===== config.mk =====
export PLATFORM = sky130hd
export DESIGN_NAME = rf_wb_arbiter
export DESIGN_NICKNAME = d
export VERILOG_FILES = /design/src/rtl/mips_pkg.sv /design/src/rtl/wb_fifo.sv /design/src/rtl/rf_wb_arbiter.sv
export SDC_FILE = /design/constraint.sdc
export NUM_CORES = 1
export LEC_CHECK = 0
export ABC_CLOCK_PERIOD_IN_PS = 8550
export BUFFER_PORTS_ARGS = -buffer_cell sky130_fd_sc_hd__buf_2
export CAP_MARGIN = 20
export CORE_UTILIZATION = 30
export DETAILED_ROUTE_END_ITERATION = 6
export GPL_TIMING_DRIVEN = 0
export PLACE_DENSITY = 0.55
export SLEW_MARGIN = 20
export SYNTH_ARGS = -nofsm -noshare
export SYNTH_HDL_FRONTEND = slang
export SYNTH_HIERARCHICAL = 1
export SYNTH_SLANG_ARGS = --single-unit
export TNS_END_PERCENT = 10

===== constraint.sdc =====
create_clock -name clk_i -period 8.55 [get_ports clk_i]
set_input_delay 0.855 -clock clk_i [delete_from_list [all_inputs] [get_ports clk_i]]
set_output_delay 0.855 -clock clk_i [all_outputs]
set_load 0.1 [all_outputs]

===== src/rtl/mips_pkg.sv =====
// Shared register-file types for the writeback path.
// Holds address/data widths and the packed write record that the secondary FIFO carries.
package mips_pkg;

  localparam int REG_ADDR_W = 5;
  localparam int DATA_W     = 32;
  localparam int NUM_REGS   = 32;

  typedef struct packed {
    logic [REG_ADDR_W-1:0] wa;
    logic [DATA_W-1:0]     wd;
  } rf_wr_t;

  function automatic logic [NUM_REGS-1:0] reg_onehot(input logic [REG_ADDR_W-1:0] a);
    logic [NUM_REGS-1:0] m;
    m    = '0;
    m[a] = 1'b1;
    return m;
  endfunction

endpackage


===== src/rtl/wb_fifo.sv =====
// Small FIFO of pending secondary writebacks; an entry is readable one cycle after push.
// Pushes are ignored when full and pops are ignored when empty; full/empty are registered-pointer based.
module wb_fifo
  import mips_pkg::*;
#(
  parameter int DEPTH = 2
) (
  input  logic   clk_i,
  input  logic   reset_i,
  input  logic   push_i,
  input  rf_wr_t push_dat_i,
  input  logic   pop_i,
  output rf_wr_t head_dat_o,
  output logic   full_o,
  output logic   empty_o
);

  localparam int PW = (DEPTH > 1) ? $clog2(DEPTH) : 1;

  logic [PW:0] wr_ptr_q, wr_ptr_d;
  logic [PW:0] rd_ptr_q, rd_ptr_d;
  rf_wr_t      mem_q [DEPTH];
  logic        do_push, do_pop;

  // Extra pointer MSB distinguishes full from empty when the index bits match.
  assign full_o  = (wr_ptr_q[PW] != rd_ptr_q[PW]) && (wr_ptr_q[PW-1:0] == rd_ptr_q[PW-1:0]);
  assign empty_o = (wr_ptr_q == rd_ptr_q);

  assign do_push = push_i && !full_o;
  assign do_pop  = pop_i && !empty_o;

  assign wr_ptr_d   = do_push ? wr_ptr_q + 1'b1 : wr_ptr_q;
  assign rd_ptr_d   = do_pop  ? rd_ptr_q + 1'b1 : rd_ptr_q;
  assign head_dat_o = mem_q[rd_ptr_q[PW-1:0]];

  always_ff @(posedge clk_i) begin
    if (reset_i) begin
      wr_ptr_q <= '0;
      rd_ptr_q <= '0;
    end else begin
      wr_ptr_q <= wr_ptr_d;
      rd_ptr_q <= rd_ptr_d;
    end
  end

  always_ff @(posedge clk_i) begin
    if (do_push) begin
      mem_q[wr_ptr_q[PW-1:0]] <= push_dat_i;
    end
  end

endmodule


===== src/rtl/rf_wb_arbiter.sv =====
// Shares the single regfile write port between primary writeback and buffered long-latency results.
// Same-cycle combinational arbitration; a starved FIFO head stalls primary writeback; pending scoreboard gates issue.
module rf_wb_arbiter
  import mips_pkg::*;
#(
  parameter int DEPTH        = 2,
  parameter int STARVE_LIMIT = 4
) (
  input  logic                  clk_i,
  input  logic                  reset_i,
  input  logic                  wb_we_i,
  input  logic [REG_ADDR_W-1:0] wb_wa_i,
  input  logic [DATA_W-1:0]     wb_wd_i,
  output logic                  wb_stall_o,
  input  logic                  lu_valid_i,
  input  logic [REG_ADDR_W-1:0] lu_wa_i,
  input  logic [DATA_W-1:0]     lu_wd_i,
  output logic                  lu_ready_o,
  input  logic                  iss_valid_i,
  input  logic [REG_ADDR_W-1:0] iss_wa_i,
  output logic                  iss_ready_o,
  input  logic [REG_ADDR_W-1:0] ra1_i,
  input  logic [REG_ADDR_W-1:0] ra2_i,
  output logic                  busy1_o,
  output logic                  busy2_o,
  output logic                  we3_o,
  output logic [REG_ADDR_W-1:0] wa3_o,
  output logic [DATA_W-1:0]     wd3_o
);

  localparam int CW = $clog2(STARVE_LIMIT + 1);
  localparam logic [CW-1:0] WAIT_MAX = CW'(STARVE_LIMIT);

  rf_wr_t              push_dat;
  rf_wr_t              head;
  logic                fifo_full, fifo_empty;
  logic                fifo_push, fifo_pop;
  logic                prim_req, forced;
  logic [CW-1:0]       wait_q, wait_d;
  logic [NUM_REGS-1:0] pending_q, pending_d;
  logic                iss_fire, head_clr;

  assign push_dat.wa = lu_wa_i;
  assign push_dat.wd = lu_wd_i;

  // Ready is derived from the registered full flag, so a pop cannot make room in the same cycle.
  assign lu_ready_o = !reset_i && !fifo_full;
  assign fifo_push  = lu_valid_i && lu_ready_o;

  assign prim_req = wb_we_i && (wb_wa_i != '0);
  assign forced   = !fifo_empty && (wait_q == WAIT_MAX);
  assign fifo_pop = !reset_i && !fifo_empty && (forced || !prim_req);

  wb_fifo #(
    .DEPTH (DEPTH)
  ) u_fifo (
    .clk_i      (clk_i),
    .reset_i    (reset_i),
    .push_i     (fifo_push),
    .push_dat_i (push_dat),
    .pop_i      (fifo_pop),
    .head_dat_o (head),
    .full_o     (fifo_full),
    .empty_o    (fifo_empty)
  );

  always_comb begin
    we3_o      = 1'b0;
    wa3_o      = '0;
    wd3_o      = '0;
    wb_stall_o = 1'b0;
    if (!reset_i) begin
      if (fifo_pop) begin
        // Entries aimed at r0 are drained silently.
        we3_o      = (head.wa != '0);
        wa3_o      = head.wa;
        wd3_o      = head.wd;
        wb_stall_o = forced && prim_req;
      end else if (prim_req) begin
        we3_o = 1'b1;
        wa3_o = wb_wa_i;
        wd3_o = wb_wd_i;
      end
    end
  end

  always_comb begin
    wait_d = wait_q;
    if (fifo_empty || fifo_pop) begin
      wait_d = '0;
    end else if (wait_q != WAIT_MAX) begin
      wait_d = wait_q + 1'b1;
    end
  end

  assign iss_ready_o = !reset_i && (!pending_q[iss_wa_i] || (iss_wa_i == '0));
  assign iss_fire    = iss_valid_i && iss_ready_o && (iss_wa_i != '0);
  assign head_clr    = fifo_pop && (head.wa != '0);

  // Clear first, then set, so a same-cycle set on the same register survives.
  always_comb begin
    pending_d = pending_q;
    if (head_clr) begin
      pending_d = pending_d & ~reg_onehot(head.wa);
    end
    if (iss_fire) begin
      pending_d = pending_d | reg_onehot(iss_wa_i);
    end
  end

  assign busy1_o = !reset_i && pending_q[ra1_i] && (ra1_i != '0);
  assign busy2_o = !reset_i && pending_q[ra2_i] && (ra2_i != '0);

  always_ff @(posedge clk_i) begin
    if (reset_i) begin
      wait_q    <= '0;
      pending_q <= '0;
    end else begin
      wait_q    <= wait_d;
      pending_q <= pending_d;
    end
  end

endmodule


==> run_results.csv, run 1 <==
group,metric,value,unit
timing,fin_crit_sh,48.9,%
critical_path,worstReg2RegEnd,"pending_q[22]",
final_layout,nNetsFinal,765,
timing,fmax,0.239,GHz
place,place.gp.congestion,0.870,
critical_path,crit_path_max_fanout,10,
timing,finalHoldViolations,0,
place,dp_hpwl,13000,um
hold_path,hp-class,"reg -> reg",
timing,period_minus_slack,4180,ps
final_layout,layout_commonest_cell,"buf_2",
global_route,gr-total-overflow,0,
timing,tightest_slew,710,ps
clock_network,cts-htree-levels,4,
pwr,p_int,1.12,mW
final_layout,area_delta_synth_final,27.3,%
global_route,antenna_found_initial,4,
timing,clock_skew,9.38,ps
synth,avgSynthCellArea,11.7,um2
pwr,netSwitchingFraction,27.0,%
critical_path,crit_path_start_kind,"input pin",
routing,wl_per_cell,17.8,um
clock_network,numCtsBuffers,17,
routing,ant_nets,0,
final_layout,drive_gt1_share,35.6,%
pwr,power_frac_comb,15.7,%
timing,setup_viol,0,
synth,synth_enable_flop_cells,74,
synth,ys_types,56,
critical_path,required,7700,ps
routing,vias,4927,
synth,ys_seq_area_share,50.3,%
global_route,grt_max_degree,21,
critical_path,worstSetupPathType,"in -> out",
clock_network,cts_tree,"done",
synth,ys_ff_latch,114,
timing,grt_setup_unrepaired,"false",
routing,via_per_inst,5.19,
timing,drv_slew,0,
routing,highest_layer,"met5",
routing,drtIter0Drc,317,
clock_network,cts_resized,0,
clock_network,cts.clk_slew.worst_paths,60,ps
floorplanning,rows,51,
global_route,grtUsageTotal,17.1,%
routing,drt-met1-wl,7130,um
global_route,grt_pass1_wl,26200,um
clock_network,clock_sinks,114,
clock_network,ctsHoldBuffers,0,
critical_path,reg2reg_slack,5980,ps
critical_path,critPathCaptureType,"output pin",
pwr,leakagePower,2.85,nW
hold_path,min_delay_path_depth,1,
place,place_ws,4400,ps
pwr,p_sw,0.415,mW
pwr,p_per_area,201,nW/um2
critical_path,cp_cell_sequence,"buf_2, clkbuf_1, clkbuf_1, o221ai_1, o21ai_0, o211ai_1, a21oi_1, buf_2",
routing,drt_wl_total,16900,um
pwr,clkPwrFrac,44.7,%
hold_path,hold_end,"wait_q[0]",
floorplanning,initial_core_util,30.8,%
synth,yosys_warnings,6,
clock_network,cts_max_path_buffers,2,
critical_path,crit_family,"buffers and inverters",
critical_path,slowest_delay,470,ps
routing,wl_met3,1430,um
routing,met2WireLength,7920,um
critical_path,rr_worst_depth,7,
routing,firstDrtPassIters,5,
synth,ys.flop_type,"edfxtp_1",
hold_path,hp-start,"wait_q[0]",
floorplanning,die_w,144,um
critical_path,cp_num_buf_inv,4,
timing,relSlewSlack,52.5,%
place,numPortBuffers,132,
timing,fin_setup_tns,0,ps
synth,synthCells,516,
clock_network,cts_root_buf,"clkbuf_16",
routing,drc,0,
global_route,grt_pass1_vias,4804,
floorplanning,num_io_pins,137,
critical_path,critPathSlowestCell,"buf_2",
floorplanning,coreArea,19500,um2
critical_path,arrival,3320,ps
pwr,sequentialPowerShare,39.6,%
timing,setup_ws,4370,ps
floorplanning,die_area,20600,um2
synth,synth_nets,612,
final_layout,final_cell_mix,"buf_2, edfxtp_1, nor2_1",
outcome,outcome,"completed",
floorplanning,die_h,144,um
synth,async_flop_share,0,%
synth,synth_area,6010,um2
clock_network,cts_setup_buffers,0,
critical_path,cp.depth,8,
clock_network,clock_latency,410,ps
final_layout,fillers,1964,
flow_run,cap_violations,0,
pwr,ir_drop,0.000120,V
[synth_stat cells (2+ instances only)]
| library cell | n | share of area, % |
|---|---|---|
| and2_1 | 4 | 0.42 |
| nand3_1 | 9 | 0.75 |
| inv_1 | 7 | 0.44 |
| xor2_1 | 2 | 0.29 |
| nand4_1 | 5 | 0.52 |
| nor2_1 | 61 | 3.8 |
| nand2_1 | 31 | 1.9 |
| dfxtp_1 | 40 | 13 |
| o311ai_0 | 3 | 0.44 |
| ha_1 | 2 | 0.42 |
| o221ai_1 | 2 | 0.29 |
| or3_1 | 2 | 0.21 |
| a22oi_1 | 35 | 4.4 |
| nor2b_1 | 8 | 0.83 |
| a32o_1 | 7 | 1.2 |
| o31ai_1 | 9 | 1.1 |
| o211ai_1 | 11 | 1.4 |
| a311oi_1 | 2 | 0.29 |
| nor3_1 | 3 | 0.25 |
| o32ai_1 | 10 | 1.5 |
| edfxtp_1 | 74 | 37 |
| mux2_2 | 38 | 7.1 |
| clkbuf_1 | 27 | 1.7 |
| or3b_2 | 2 | 0.29 |
| or2_2 | 3 | 0.31 |
| nor4_1 | 8 | 0.83 |
| nand3b_1 | 5 | 0.62 |
| and3_1 | 4 | 0.42 |
| nand2b_1 | 10 | 1.0 |
| a21oi_1 | 5 | 0.42 |
| or4_1 | 2 | 0.25 |
| buf_2 | 11 | 0.92 |
| nor3b_1 | 3 | 0.37 |
| o21ai_0 | 10 | 0.83 |
| mux2i_1 | 22 | 3.7 |
| mux4_2 | 19 | 7.1 |
[layer usage]
layer,up-vias,track usage (%)
met3,29,5.60
met5,-,0
met1,2359,21.0
met4,4,6.72
li1,2328,-
met2,207,27.6
[cells by family (layout without fill, tap and decap cells)]
family	Yosys count	in the layout	synth area share, %
compound gates	104	104	13.8
xor+xnor	3	3	0.562
fa+ha+maj	2	2	0.416
buf+inv	48	214	3.29
flops	114	114	50.3
mux	79	79	17.9
other cells	0	2	0
simple gates	166	166	13.8
[worst max-delay path by stage]
| stage | start | endpoint | slack, ps |
|---|---|---|---|
| 2_1_floorplan | reset_i | u_fifo/mem_q[1][0] | 3470 |
| 3_3_place_gp | reset_i | u_fifo/mem_q[1][4] | 3150 |
| 3_5_place_dp | iss_wa_i[2] | iss_ready_o | 4400 |
| 4_1_cts | iss_wa_i[2] | iss_ready_o | 4400 |
| 5_1_grt | iss_wa_i[2] | iss_ready_o | 4140 |
| 6_report | iss_wa_i[2] | iss_ready_o | 4370 |
[area by class of cell]
class | count | area, um2 | area share (%)
diodes | 2 | 5.00 | 0.0654
plain buffers | 39 | 164 | 2.14
multi-input cells | 354 | 2810 | 36.7
repair buffers | 134 | 716 | 9.35
well taps | 265 | 332 | 4.33
clock buffers | 19 | 433 | 5.66
clock inverters | 13 | 143 | 1.86
inverters | 9 | 33.8 | 0.441
flip-flops and latches | 114 | 3020 | 39.5
[power by group through the flow]
stage / clock network (mW) / registers [mW] / logic (mW)
floorplan: 0 / 0.620 / 0.174
global placement: 0 / 0.621 / 0.235
detailed placement: 0 / 0.621 / 0.242
CTS: 0.699 / 0.610 / 0.243
global route: 0.725 / 0.611 / 0.258
finish: 0.688 / 0.610 / 0.242
[state kept, by name, summed over array words and instances, names as in the netlist, named ones only]
register         cells
u_fifo/mem_q        74
pending_q           32
wait_q               3
u_fifo/rd_ptr_q      2
u_fifo/wr_ptr_q      2
[stage by stage]
step	instance area (um2)	cells	hold slack [ps]	total power [mW]	util, %
6_report	7650	949	463	1.54	39.2
5_1_grt	7650	947	496	1.59	39.2
4_1_cts	7650	947	475	1.55	39.2
3_5_place_dp	7070	915	468	0.863	36.2
3_3_place_gp	7010	913	439	0.857	35.9
2_1_floorplan	6010	516	427	0.794	-
(Power assumes the default switching activity.)
==> run 2: changes to the inputs <==
ABC_CLOCK_PERIOD_IN_PS = 3800   (was 8550)
PLACE_DENSITY = 0.57   (was 0.55)
clock period = 3.8 ns   (was 8.55 ns; I/O delays follow)
==> run 2 against run 1 <==
  * Power rose by 140%
  * Non-clock buffer count did not move
  * Cell count rose by 0.21%
  * Global-route usage fell by 0.23 points
  * Sequential share of layout area fell by 0.53 points
  * Clock skew fell by 0.82 ps
  * Clock power rose to 2.6 times the previous value
  * Register-to-register slack got worse by 4800 ps
  * Combinational power rose by 120%
  * Design area rose by 1.4%
  * Sequential cell count did not move
==> run_results.csv, run 2 (synthesis results as in run 1) <==
group,metric,value,unit
outcome,outcome,"completed",
timing,fin_crit_sh,91.6,%
timing,tightest_slew,746,ps
routing,firstDrtPassIters,5,
pwr,power_frac_comb,14.6,%
pwr,netSwitchingFraction,24.9,%
clock_network,clock_latency,420,ps
floorplanning,die_w,144,um
pwr,ir_drop,0.000286,V
clock_network,cts_tree,"done",
pwr,sequentialPowerShare,36.8,%
final_layout,ff_latch_area,3020,um2
critical_path,required,3420,ps
final_layout,largest_reg_flops,74,
place,numPortBuffers,132,
final_layout,fillers,1927,
clock_network,cts_setup_buffers,0,
clock_network,numCtsBuffers,17,
critical_path,critPathCaptureType,"output pin",
place,place_ws,662,ps
pwr,leakagePower,2.90,nW
routing,wl_per_cell,17.7,um
routing,drc,0,
timing,period_minus_slack,3480,ps
timing,fin_hold_ws,150,ps
timing,relSlewSlack,50.1,%
global_route,grt_max_degree,22,
critical_path,arrival,3100,ps
final_layout,multi_input_area,2810,um2
floorplanning,rows,51,
critical_path,crit_path_max_fanout,10,
timing,fmax,0.287,GHz
timing,finalHoldViolations,0,
final_layout,final_cell_mix,"buf_2, edfxtp_1, nor2_1",
clock_network,clock_sinks,114,
floorplanning,num_io_pins,137,
routing,ant_nets,0,
floorplanning,die_area,20600,um2
pwr,p_per_area,481,nW/um2
hold_path,hp-class,"in -> reg",
timing,grt_setup_unrepaired,"false",
pwr,p_int,2.80,mW
final_layout,nNetsFinal,765,
floorplanning,initial_core_util,30.8,%
critical_path,reg2reg_slack,1200,ps
pwr,clkPwrFrac,48.7,%
flow_run,cap_violations,0,
pwr,p_sw,0.931,mW
routing,drtIter0Drc,273,
floorplanning,coreArea,19500,um2
clock_network,cts_root_buf,"clkbuf_16",
final_layout,drive_gt1_share,35.9,%
routing,drt_wl_total,16800,um
global_route,grt_pass1_vias,4931,
place,dp_hpwl,12900,um
critical_path,crit_path_start_kind,"flop",
clock_network,cts_resized,0,
critical_path,worstSetupPathType,"reg -> out",
timing,setup_viol,0,
place,place.gp.congestion,0.873,
clock_network,cts-htree-levels,4,
clock_network,cts_max_path_buffers,2,
final_layout,layout_commonest_cell,"buf_2",
global_route,grt_pass1_wl,25900,um
floorplanning,die_h,144,um
global_route,antenna_found_initial,5,
global_route,gr-total-overflow,0,
routing,vias,4936,
final_layout,area_delta_synth_final,29.0,%
timing,setup_ws,317,ps
clock_network,ctsHoldBuffers,0,
routing,via_per_inst,5.19,
timing,clock_skew,8.56,ps
global_route,grtUsageTotal,16.8,%
clock_network,cts.clk_slew.worst_paths,50,ps
timing,drv_slew,0,
-- run 2: power by group through the flow --
stage	clock [mW]	sequential [mW]	combinational [mW]
after global routing	1.90	1.37	0.581
after global placement	0	1.40	0.530
after floorplan	0	1.39	0.392
after detailed placement	0	1.40	0.544
after CTS	1.84	1.37	0.546
final	1.82	1.37	0.544
-- run 2: routing by layer --
layer	wire length (um)	track usage, %
met5	27	0
met1	6970	20.8
met4	374	7.50
met3	1540	6.20
met2	7900	26.2
-- run 2: final timing paths --
path,start,endpoint,depth (start not counted)
worst max-delay path,u_fifo/rd_ptr_q[1],wd3_o[31],9
worst min-delay path,lu_wd_i[9],u_fifo/mem_q[1][9],1
worst max register to register,flop,pending_q[22],7
worst min register to register,wait_q[0],wait_q[0],1
-- run 2: layout make-up --
cell class / count / share of cell area (%)
inverters: 9 / 0.435
flip-flops and latches: 114 / 39.0
multi-input cells: 354 / 36.2
diodes: 4 / 0.129
clock buffers: 20 / 5.63
clock inverters: 12 / 3.03
well taps: 265 / 4.27
repair buffers: 134 / 9.23
plain buffers: 39 / 2.11
-- run 2: worst max-delay path, cell delays in order (launching register included) --
cell     delay, ps
dfxtp_1        440
xor2_1         380
nor2_1         180
nor2_1         360
nand2_4        150
inv_2          200
buf_2          270
a22oi_1        120
nor2_1         140
buf_2          450
-- run 2: stage by stage --
step	area (um2)	instances	TNS [ps]	util [%]	total power, mW
after global routing	7750	947	0	39.7	3.85
final	7760	951	0	39.7	3.73
after CTS	7750	947	0	39.7	3.76
after global placement	7010	913	0	35.9	1.93
after floorplan	6020	516	-2.32	-	1.79
after detailed placement	7080	915	0	36.2	1.94
==> run 3: changes to the inputs <==
--- a/config.mk
+++ b/config.mk
@@ -11,2 +11,3 @@
 export CORE_UTILIZATION = 30
+export CTS_CLUSTER_SIZE = 28
 export DETAILED_ROUTE_END_ITERATION = 6
==> constraint.sdc (replaced) <==
create_clock -name clk_i -period 3.8 [get_ports clk_i]
set_input_delay 1.14 -clock clk_i [delete_from_list [all_inputs] [get_ports clk_i]]
set_output_delay 1.14 -clock clk_i [all_outputs]
set_load 0.1 [all_outputs]
==> run 3 against run 2 <==
  * Combinational power grew 36%
  * Wire length grew 9.3%
  * Clock-buffer cell count shrank 1
  * The flow now finishes with violations (negative setup slack)
  * Sequential cell count is the same
  * Design area grew 17%
  * Critical path depth shrank 1
  * Die area is the same
  * Cell count grew 0.84%
  * First-iteration DRC count grew 26%
  * Utilization grew 6.7 points
  * Worst hold slack gained 320 ps
  * Maximum frequency shrank 13%
==> run_results.csv, run 3 (synthesis results as in run 1) <==
group,metric,value,unit
outcome,outcome,"finished with violations",
outcome,violations,"negative setup slack",
critical_path,crit_path_start_kind,"input pin",
timing,tightest_slew,768,ps
floorplanning,coreArea,19500,um2
critical_path,critPathSlowestCell,"or4_4",
routing,drc,0,
timing,period_minus_slack,4000,ps
place,dp.cells,916,
pwr,finalPower,3.69,mW
final_layout,nNetsFinal,776,
global_route,grtUsageTotal,18.6,%
place,place.gp.congestion,0.870,
timing,setup_viol,40,
critical_path,startpoint,"wb_wa_i[1]",
timing,clock_skew,6.28,ps
pwr,leakagePower,3.19,nW
routing,wl_met3,1160,um
final_layout,fin_cells,959,
critical_path,critPathCaptureType,"output pin",
routing,ant_nets,0,
floorplanning,rows,51,
global_route,grt_pass1_vias,5212,
critical_path,rr_worst_depth,8,
final_layout,drive_gt1_share,51.5,%
routing,via_per_inst,5.24,
clock_network,cts.clk_slew.worst_paths,50,ps
critical_path,timing.rr.start,"u_fifo/wr_ptr_q[1]",
routing,drt_wl_total,18400,um
critical_path,arrival,2860,ps
final_layout,post-route-util,46.5,%
routing,wl_per_cell,19.2,um
clock_network,cts_tree,"done",
routing,met2WireLength,9150,um
clock_network,clock_latency,410,ps
final_layout,fillers,1775,
final_layout,final_cell_mix,"buf_2, edfxtp_1, buf_12",
timing,fin_crit_sh,105,%
clock_network,numCtsBuffers,17,
hold_path,hp-class,"reg -> reg",
routing,highest_layer,"met5",
floorplanning,die_h,144,um
routing,firstDrtPassIters,5,
final_layout,area_delta_synth_final,50.8,%
routing,drt-met1-wl,7630,um
timing,setup_ws,-198,ps
critical_path,endpoint,"wd3_o[15]",
global_route,grt_max_degree,24,
timing,grt_setup_unrepaired,"true",
clock_network,cts-htree-levels,4,
critical_path,worstSetupPathType,"in -> out",
floorplanning,die_area,20600,um2
routing,drtIter0Drc,343,
global_route,antenna_found_initial,2,
floorplanning,num_io_pins,137,
clock_network,cts_root_buf,"clkbuf_16",
clock_network,clock_sinks,114,
floorplanning,die_w,144,um
timing,fin_setup_tns,-5480,ps
critical_path,reg2reg_slack,1150,ps
timing,relSlewSlack,48.6,%
routing,vias,5025,
global_route,grt_pass1_wl,28500,um
critical_path,slowest_delay,550,ps
pwr,p_per_area,407,nW/um2
critical_path,cp_cell_sequence,"buf_6, or4_4, o21a_1, o31a_4, buf_8, a22oi_2, nor2_4, buf_12",
clock_network,cts_max_path_buffers,2,
global_route,gr-total-overflow,0,
clock_network,ctsHoldBuffers,0,
critical_path,crit_path_max_fanout,10,
timing,finalHoldViolations,0,
flow_run,cap_violations,0,
timing,drv_slew,0,
timing,fmax,0.250,GHz
critical_path,worstReg2RegEnd,"pending_q[4]",
floorplanning,initial_core_util,30.8,%
place,dp_hpwl,13400,um
pwr,ir_drop,0.000283,V
final_layout,layout_commonest_cell,"buf_2",
final_layout,largest_reg_flops,74,
critical_path,required,2660,ps
place,numPortBuffers,132,
-- run 3: cell count changes in the layout (fill, tap and decap cells not counted), sizes merged --
cell      change
clkinv        +3
buf          +14
diode         -3
bufinv        -4
inv           -1
clkbuf        -4
clkinvlp      +3
-- run 3: worst max-delay path: cells and delay by family --
kind	cells	cell delay [ps]
buf+inv	3	450
simple gates	2	610
compound gates	3	640
-- run 3: cell type report --
cell class | count | area [um2] | area share [%]
sequential | 114 | 3020 | 33.3
clock buffer | 19 | 433 | 4.77
antenna | 1 | 2.50 | 0.0276
buffer | 38 | 305 | 3.37
multi-input combinational | 354 | 3310 | 36.5
clock inverter | 13 | 163 | 1.79
tap | 265 | 332 | 3.66
inverter | 9 | 46.3 | 0.510
timing repair buffer | 146 | 1460 | 16.1
-- run 3: worst min path at each step --
stage                       startpoint            to  depth (start not counted)  slack (ps)
after detailed placement  pending_q[0]  pending_q[0]                          1         460
after floorplan              wait_q[0]     wait_q[0]                          1         430
after CTS                 pending_q[0]  pending_q[0]                          1         470
final                        wait_q[0]     wait_q[0]                          1         470
after global placement       wait_q[0]     wait_q[0]                          1         440
after global routing      pending_q[0]  pending_q[0]                          1         480
-- run 3: through the flow --
step / hold WS (ps) / worst slack [ps] / area [um2]
2_1_floorplan: 427 / -545 / 6310
3_3_place_gp: 439 / -966 / 7300
3_5_place_dp: 465 / -906 / 7380
4_1_cts: 473 / -199 / 9000
5_1_grt: 484 / -222 / 9070
6_report: 468 / -198 / 9070
-- run 3: timing repair --
action | in CTS | in global routing
setup buffers | 8 | 1
cloned | 2 | 0
setup endpoints to repair | 41 | 41
gates resized for setup | 245 | 19
pin swaps | 10 | 9
-- run 3: power by group --
| part | switching [mW] | internal, mW | total [mW] |
|---|---|---|---|
| Sequential | 0.0124 | 1.36 | 1.37 |
| Clock | 0.555 | 1.03 | 1.58 |
| Combinational | 0.459 | 0.281 | 0.740 |
-- run 3: per-layer routing --
metal / vias up / global-route usage, %
met5: - / 0
met4: 4 / 7.17
met3: 31 / 4.93
met2: 197 / 31.5
met1: 2443 / 22.4
li1: 2350 / -
